**src/rtl/npu_pkg.sv**
```systemverilog
// Shared NPU definitions used by the compute-unit sequencer.
//   CU_PE_NUM / CU_LEN_W : default PE count and length-field width
//   cu_seq_state_t       : sequencer FSM states
//   cu_job_t             : job descriptor layout (mac_len, out_num, bias_en, pe_mask)
package npu_pkg;

  localparam int CU_PE_NUM = 8;
  localparam int CU_LEN_W  = 16;

  typedef enum logic [2:0] {
    IDLE        = 3'd0,
    FLUSH       = 3'd1,
    BIAS        = 3'd2,
    MAC         = 3'd3,
    OUT         = 3'd4,
    FLUSH_ABORT = 3'd5,
    DONE        = 3'd6
  } cu_seq_state_t;

  typedef struct packed {
    logic [CU_LEN_W-1:0]  mac_len;
    logic [CU_LEN_W-1:0]  out_num;
    logic                 bias_en;
    logic [CU_PE_NUM-1:0] pe_mask;
  } cu_job_t;

endpackage

```
**src/rtl/cu_seq_ctrl.sv**
```systemverilog
// Compute-unit sequencer. Takes one job descriptor per layer tile and drives
// the per-PE control vectors so every active PE produces out_num results, each
// made of an optional bias load followed by mac_len MACs.
// Ports:
//   clk, rst                 clock, asynchronous active-high reset
//   cfg_valid/cfg_ready      descriptor handshake (ready only in IDLE)
//   cfg_mac_len/out_num/bias_en/pe_mask   descriptor fields
//   abort                    kill the running job (flush, then done)
//   op_valid/op_ready        operand-set stream from the operand buffers
//   pe_in_valid/pe_calc_bias/pe_out_en/pe_flush   CU control
//   pe_illegal_uop           per-PE illegal-uop flags from the CU
//   busy, done, err, out_cnt status to the layer controller
module cu_seq_ctrl
  import npu_pkg::*;
#(
  parameter int PE_NUM = CU_PE_NUM,
  parameter int LEN_W  = CU_LEN_W
) (
  input  logic              clk,
  input  logic              rst,
  input  logic              cfg_valid,
  output logic              cfg_ready,
  input  logic [LEN_W-1:0]  cfg_mac_len,
  input  logic [LEN_W-1:0]  cfg_out_num,
  input  logic              cfg_bias_en,
  input  logic [PE_NUM-1:0] cfg_pe_mask,
  input  logic              abort,
  input  logic              op_valid,
  output logic              op_ready,
  output logic [PE_NUM-1:0] pe_in_valid,
  output logic [PE_NUM-1:0] pe_calc_bias,
  output logic [PE_NUM-1:0] pe_out_en,
  output logic              pe_flush,
  input  logic [PE_NUM-1:0] pe_illegal_uop,
  output logic              busy,
  output logic              done,
  output logic              err,
  output logic [LEN_W-1:0]  out_cnt
);

  cu_seq_state_t     r_state;
  cu_seq_state_t     w_state_nxt;
  logic [LEN_W-1:0]  r_mac_len;
  logic [LEN_W-1:0]  r_out_num;
  logic              r_bias_en;
  logic [PE_NUM-1:0] r_mask;
  logic [LEN_W-1:0]  r_mac_cnt;
  logic [LEN_W-1:0]  r_out_cnt;
  logic              r_err;

  logic w_accept;
  logic w_abort;
  logic w_hs;
  logic w_mac_last;
  logic w_out_last;
  logic w_mac_zero;

  assign w_accept   = cfg_valid && (r_state == IDLE);
  // Abort is only honoured in the working states; FLUSH_ABORT and DONE are
  // already on their way out and IDLE has nothing to kill.
  assign w_abort    = abort && ((r_state == FLUSH) || (r_state == BIAS) ||
                                (r_state == MAC)   || (r_state == OUT));
  assign w_hs       = op_valid && op_ready;
  // mac_len is non-zero whenever MAC is entered, so mac_len-1 cannot wrap here.
  assign w_mac_last = (r_mac_cnt == (r_mac_len - LEN_W'(1)));
  assign w_out_last = ((r_out_cnt + LEN_W'(1)) == r_out_num);
  assign w_mac_zero = (r_mac_len == '0);

  always_comb begin
    w_state_nxt  = r_state;
    cfg_ready    = 1'b0;
    op_ready     = 1'b0;
    pe_in_valid  = '0;
    pe_calc_bias = '0;
    pe_out_en    = '0;
    pe_flush     = 1'b0;
    done         = 1'b0;
    case (r_state)
      IDLE: begin
        cfg_ready = 1'b1;
        if (cfg_valid) w_state_nxt = FLUSH;
      end
      FLUSH: begin
        pe_flush = 1'b1;
        if (r_out_num == '0)  w_state_nxt = DONE;
        else if (r_bias_en)   w_state_nxt = BIAS;
        else if (w_mac_zero)  w_state_nxt = OUT;
        else                  w_state_nxt = MAC;
      end
      BIAS: begin
        op_ready = 1'b1;
        if (op_valid) begin
          pe_in_valid  = r_mask;
          pe_calc_bias = r_mask;
          w_state_nxt  = w_mac_zero ? OUT : MAC;
        end
      end
      MAC: begin
        op_ready = 1'b1;
        if (op_valid) begin
          pe_in_valid = r_mask;
          if (w_mac_last) w_state_nxt = OUT;
        end
      end
      OUT: begin
        pe_out_en = r_mask;
        if (w_out_last)      w_state_nxt = DONE;
        else if (r_bias_en)  w_state_nxt = BIAS;
        else if (w_mac_zero) w_state_nxt = OUT;
        else                 w_state_nxt = MAC;
      end
      FLUSH_ABORT: begin
        pe_flush    = 1'b1;
        w_state_nxt = DONE;
      end
      DONE: begin
        done        = 1'b1;
        w_state_nxt = IDLE;
      end
      default: w_state_nxt = IDLE;
    endcase
    // Abort wins over a same-cycle operand handshake: nothing is consumed.
    if (w_abort) begin
      w_state_nxt  = FLUSH_ABORT;
      op_ready     = 1'b0;
      pe_in_valid  = '0;
      pe_calc_bias = '0;
    end
  end

  always_ff @(posedge clk or posedge rst) begin
    if (rst) begin
      r_state   <= IDLE;
      r_mac_len <= '0;
      r_out_num <= '0;
      r_bias_en <= 1'b0;
      r_mask    <= '0;
      r_mac_cnt <= '0;
      r_out_cnt <= '0;
      r_err     <= 1'b0;
    end else begin
      r_state <= w_state_nxt;
      if (w_accept) begin
        r_mac_len <= cfg_mac_len;
        r_out_num <= cfg_out_num;
        r_bias_en <= cfg_bias_en;
        r_mask    <= cfg_pe_mask;
        r_mac_cnt <= '0;
        r_out_cnt <= '0;
        r_err     <= 1'b0;
      end else begin
        if ((r_state == MAC) && w_hs)
          r_mac_cnt <= w_mac_last ? '0 : (r_mac_cnt + LEN_W'(1));
        // An output whose OUT cycle was reached is complete even if aborted.
        if (r_state == OUT)
          r_out_cnt <= r_out_cnt + LEN_W'(1);
        if (r_state != IDLE)
          r_err <= r_err | (|(pe_illegal_uop & r_mask));
      end
    end
  end

  assign busy    = (r_state != IDLE);
  assign err     = r_err;
  assign out_cnt = r_out_cnt;

endmodule

```
**config.mk**
```make
export PLATFORM = sky130hd
export DESIGN_NAME = cu_seq_ctrl
export DESIGN_NICKNAME = d
export VERILOG_FILES = /design/src/rtl/npu_pkg.sv /design/src/rtl/cu_seq_ctrl.sv
export SDC_FILE = /design/constraint.sdc
export NUM_CORES = 1
export LEC_CHECK = 0
export CELL_PAD_IN_SITES_DETAIL_PLACEMENT = 0
export CELL_PAD_IN_SITES_GLOBAL_PLACEMENT = 1
export CORE_ASPECT_RATIO = 1.75
export CORE_MARGIN = 3
export CORE_UTILIZATION = 50
export CTS_CLUSTER_DIAMETER = 50
export DETAILED_ROUTE_END_ITERATION = 6
export DONT_BUFFER_PORTS = 1
export PLACE_DENSITY_LB_ADDON = 0.1
export SLEW_MARGIN = 20
export SYNTH_ARGS = -nofsm -noshare
export SYNTH_HDL_FRONTEND = slang
export SYNTH_SLANG_ARGS = --single-unit
```
**constraint.sdc**
```tcl
create_clock -name clk -period 4.8 [get_ports clk]
set_clock_uncertainty 0.15 [all_clocks]
set_input_delay 0.72 -clock clk [delete_from_list [all_inputs] [get_ports clk]]
set_output_delay 0.72 -clock clk [all_outputs]
set_load 0.03 [all_outputs]
```
==> flow_summary.ini, run 1 <==
[cts]
clkSinkCount = 77
postCtsSetupRepairBufs = 0
cts_resized = 0
htree_levels = 3
path_clk_slew_ps = 60
clk_latency_ps = 340
postCtsHoldBufs = 0
cts_made_buffers = 9
cts-root-buf = clkbuf_16
cts_buffer_depth = 2
cts_tree = done

[grt]
grt_pass1_vias = 4142
grt_max_degree = 51
grt_overflow_total = 0
grt_pass1_wl_um = 21380
grt.total_usage = 0.2561
antenna_found_initial = 0

[setup_path]
critical_path.max_fanout = 15
r2r_start = r_mac_len[0]
crit_buf_inv = 1
start_kind = register
path_cells = inv_1 > ha_1 > or4b_1 > a32o_1 > nor4_2 > o2111ai_1 > a2111o_1 > o21a_1 > nand3_1 > o311ai_0
cp_top_family = compound AO/OA/AOI/OAI gates
crit_start = r_mac_len[0]
max_stage_delay_ps = 500
end_kind = register
crit_slowest_cell = or4b_1
cp_data_required_time_ps = 4840
cp_data_arrival_time_ps = 3350
worstSetupPathType = reg -> reg

[power_and_ir_drop]
power_density_mw_per_mm2 = 578.0
p_sw_frac = 0.4450
power.switching_mw = 1.314
p_int_mw = 1.638
seq_power_share = 0.410
worst_ir_drop_vdd_mv = 0.3139
power.total_mw = 2.952
p_leak_nw = 2.240
combPwrFrac = 0.379
p_clk_frac = 0.211

[routing]
dr.pass1.iters = 5
dr_total_vias = 4304
dr.first_iter.drc_count = 250
drt-total-wl_um = 13340
viasPerCell = 6.114
drt.antenna.violating_nets = 0
drc = 0
wl_per_cell_um = 18.95

[synth]
syn_area_per_cell_um2 = 8.016
synth_cell_types = 58
ys_ff_latch = 77
syn_area_mm2 = 0.004786
synth.top_cell.area_share = 0.4026
ys_seq_area_frac = 0.4026
synth_warnings = 0
synth_edf_count = 0
async_flop_share = 1.000
synth_common_cells = nand2_1, dfrtp_1, o21ai_0
synthFlopType = dfrtp_1
synth.largest_area_cell = dfrtp_1
yosys.cell_count.top_type = nand2_1
synth_area_leaders = dfrtp_1, nand2_1, xnor2_1
syn_inst = 597
synth_nets = 654

[timing]
relSlewSlack = 0.3665
layout_min_cycle_time_ps = 3311
final.setup.tns_ps = 0
hold_slack_ps = 248.2
worst_slew_pin_slew_ps = 947.9
hold_violations = 0
timing.fmax_ghz = 0.3021
finalCritPeriodShare = 0.6897
finalSetupViolations = 0
layout_setup_ws_ps = 1489
rsz0062_at_grt = no
drv_slew = 0

[finish]
fillers = 878
insertedDiodeCount = 0
area_growth_pct = 6.719
instances_no_fill = 704
final_util = 0.5546
layout-drive-gt1-share = 0.05479
multiInputGateArea_mm2 = 0.002669
finalNetCount = 637
fin_area_mm2 = 0.005107
seqCellArea_mm2 = 0.001927

[floorplan]
fp.coreArea_mm2 = 0.009209
start_util = 0.5197
die_w_um = 79.96
ios = 100
die_y_um = 135.4
row_count = 46
dieArea_mm2 = 0.01083

[status]
status = completed

[placed_design]
dp_hpwl_um = 9839
dp_slack_ps = 1525
port_buffers = 0
gp_congestion = 0.8956
place_area_mm2 = 0.004840
placed_cells_incl_taps = 689

[min_path]
worstHoldPathType = in -> async

[run]
drv_cap = 0
[registers in the layout (all words and copies together), names as in the netlist]
register and cells:
r_mac_len 16, r_bias_en 1, r_mac_cnt 16, r_out_num 16, out_cnt 16, r_mask 8, err 1, r_state 3
[worst register-to-register path, stage by stage, from the launching register on]
cell       delay [ps]
dfrtp_1           430
inv_1             100
ha_1              290
or4b_1            500
a32o_1            260
nor4_2            150
o2111ai_1         150
a2111o_1          390
o21a_1            400
nand3_1           180
o311ai_0          150
[layout by cell type, fill, tap and decap left out, drive strengths merged, types with 4 or more instances in the layout]
master / netlist / routed
mux2i: 4 / 4
nand4: 8 / 8
and2: 12 / 12
inv: 13 / 12
nor4: 13 / 13
clkinv: 0 / 4
dfrtp: 77 / 77
nor3: 16 / 16
xnor2: 29 / 29
xor2: 14 / 14
o21ai: 40 / 40
a21oi: 13 / 13
clkbuf: 30 / 9
nor2: 32 / 32
or2: 4 / 4
buf: 4 / 6
o31ai: 5 / 5
or3: 6 / 6
nand3: 31 / 31
o311ai: 8 / 8
nand2: 156 / 156
and3: 23 / 23
a22oi: 5 / 5
[layer usage]
metal | wire length, um | global-route usage | up-vias
met5 | 0 | 0 | -
met4 | 548 | 0.1344 | 0
met3 | 502 | 0.04061 | 37
met2 | 7317 | 0.4530 | 122
met1 | 4973 | 0.2895 | 2093
li1 | - | - | 2052
[path summary, 6_finish.rpt]
check | slack [ps] | to | depth (start not counted)
setup reg to reg | 1490 | r_mac_cnt[11] | 10
max in group asynchronous | 3330 | r_mac_cnt[0] | 2
hold reg to reg | 360 | r_mac_len[13] | 2
setup / recovery | 1490 | r_mac_cnt[11] | 10
min in group clk | 330 | r_out_num[4] | 2
hold / removal | 250 | r_mac_len[5] | 1
[kinds of logic after synthesis]
family | count (synthesis) | synth area share
buffers and inverters | 47 | 0.04105
DFF | 77 | 0.4026
AOI/OAI and AO/OA | 106 | 0.1469
and+or+nand+nor | 317 | 0.3145
xor gates and xnor gates | 43 | 0.07869
adders and majority gates | 3 | 0.007844
muxes | 4 | 0.008366
[cell type report]
type | instances | area share
Clock inverter | 6 | 0.008084
Clock buffer | 9 | 0.04410
Inverter | 13 | 0.009799
Multi-Input combinational cell | 473 | 0.5225
Tap cell | 120 | 0.02940
Sequential cell | 77 | 0.3773
Timing Repair Buffer | 6 | 0.008819
[power by group through the flow]
| stage | clock network [mW] | registers, mW | logic, mW |
|---|---|---|---|
| after floorplan | 0 | 1.08 | 0.964 |
| after global routing | 0.660 | 1.24 | 1.26 |
| final | 0.623 | 1.21 | 1.12 |
| after global placement | 0 | 1.21 | 1.09 |
| after CTS | 0.633 | 1.20 | 1.12 |
| after detailed placement | 0 | 1.22 | 1.12 |
Note: power is estimated with default switching activity, not from simulation.
==> inputs of run 2 (changes only) <==
CORE_UTILIZATION = 47   (was 50)
clock period = 3.3 ns   (was 4.8 ns; I/O delays follow)
==> run 2 against run 1 <==
Net effect:
- the flow now finishes with violations (hold timing)
- cell area grew 4.0%
- critical endpoint is now r_state[1]
- worst hold slack worse by 260 ps
- first-iteration DRC count increased by 2.0%
- register-to-register slack worse by 1400 ps
- setup slack got worse by 1400 ps
- sequential share of layout area is 1.5 points lower
==> flow_summary.ini, run 2 (same netlist as run 1, synthesis figures left out) <==
[status]
status = complete, but fails checks
violations = hold timing

[timing]
timing.fmax_ghz = 0.3143
finalSetupViolations = 0
layout_min_cycle_time_ps = 3182
hold_violations = 13
relSlewSlack = 0.3652
rsz0062_at_grt = no
hold_slack_ps = -12.10
final.setup.tns_ps = 0
worst_slew_pin_slew_ps = 949.3
drv_slew = 0
finalCritPeriodShare = 0.9642

[routing]
drt.antenna.violating_nets = 0
dr.first_iter.drc_count = 255
wl_per_cell_um = 19.21
drt-total-wl_um = 13980
dr.pass1.iters = 5
dr_total_vias = 4398
viasPerCell = 6.041
drc = 0

[setup_path]
cp_data_required_time_ps = 3360
critical_path.max_fanout = 7
max_stage_delay_ps = 440
cp_top_family = compound AO/OA/AOI/OAI gates
path_cells = inv_1 > ha_4 > nor4b_4 > a31oi_1 > o21a_1 > or3_1 > a2111o_1 > o211a_1 > a311oi_1 > o22ai_1
crit_buf_inv = 1
start_kind = register
cp_data_arrival_time_ps = 3240
crit_slowest_cell = dfrtp_1
end_kind = register
worstSetupPathType = reg -> reg

[floorplan]
die_w_um = 82.28
dieArea_mm2 = 0.01148
ios = 100
row_count = 48
die_y_um = 139.5
fp.coreArea_mm2 = 0.009910
start_util = 0.4830

[cts]
htree_levels = 3
cts-root-buf = clkbuf_16
cts_made_buffers = 9
clk_latency_ps = 340
path_clk_slew_ps = 60
cts_tree = done
clkSinkCount = 77
cts_buffer_depth = 2

[power_and_ir_drop]
worst_ir_drop_vdd_mv = 0.5391
p_leak_nw = 2.373
power_density_mw_per_mm2 = 847.9

[finish]
insertedDiodeCount = 0
final_cell_mix = nand2_1, dfrtp_1, o21ai_0
area_growth_pct = 11.03
layout-drive-gt1-share = 0.08789
layout_commonest_cell = nand2_1
finalNetCount = 656

[min_path]
worstHoldPathType = in -> async

[grt]
grt_pass1_vias = 4317
grt_pass1_wl_um = 21960
grt_max_degree = 41
grt.total_usage = 0.2506
grt_overflow_total = 0
antenna_found_initial = 0

[placed_design]
dp_hpwl_um = 10520
port_buffers = 0
gp_congestion = 0.8637

[run]
drv_cap = 0
-- run 2: changes by cell type in the layout (fill, tap and decap cells not counted) --
| cell | delta |
|---|---|
| o21a_2 | +1 |
| bufinv_16 | +1 |
| o21a_1 | -1 |
| clkinv_2 | -1 |
| ha_1 | -1 |
| buf_4 | +19 |
| clkinvlp_4 | -3 |
| ha_4 | +1 |
| clkbuf_8 | +3 |
-- run 2: routing by layer --
metal,track usage,part of all wire
met1,0.2705,0.36
met2,0.4437,0.56
met3,0.05246,0.043
met4,0.1226,0.037
met5,0,0
-- run 2: final timing paths --
| check | from | to | slack (ps) | cells past startpoint |
|---|---|---|---|---|
| max in group asynchronous | rst | r_mac_cnt[12] | 2260 | 2 |
| worst min-delay path | rst | r_mac_len[4] | -10 | 1 |
| worst max-delay path | r_mac_len[0] | r_state[1] | 120 | 10 |
| worst min register to register | r_mac_len[13] | r_mac_len[13] | 380 | 2 |
| worst max register to register | r_mac_len[0] | r_state[1] | 120 | 10 |
| min in group clk | cfg_out_num[5] | r_out_num[5] | 110 | 2 |
-- run 2: area by class of cell --
type / count / area [um2]
clock buffers: 12 / 266.5
well taps: 125 / 156.4
multi-input cells: 473 / 2683
flip-flops and latches: 77 / 1927
clock inverters: 3 / 43.79
fillers: 1008 / 4596
inverters: 13 / 50.05
repair buffers: 25 / 187.7
-- run 2: what timing repair did --
item	CTS	global route
gates resized for setup	0	3
endpoints found under the setup margin	0	15
buffers inserted	0	1
hold buffers	0	0
-- run 2: power breakdown --
group / internal [mW] / switching, mW / total, mW
Sequential: 1.23 / 0.443 / 1.68
Combinational: 0.710 / 1.08 / 1.79
Clock: 0.644 / 0.395 / 1.04
-- run 2: through the flow --
step / cells / util / setup WS, ps / power (mW) / cell area (um2)
finish: 728 / 0.5362 / 118.1 / 4.506 / 5314
global route: 728 / 0.5362 / 7.124 / 4.814 / 5314
CTS: 727 / 0.5341 / 2.947 / 4.499 / 5293
detailed placement: 712 / 0.5028 / 38.33 / 3.446 / 4982
global placement: 712 / 0.5028 / 145.4 / 3.393 / 4982
floorplan: 597 / - / 383.8 / 2.976 / 4786
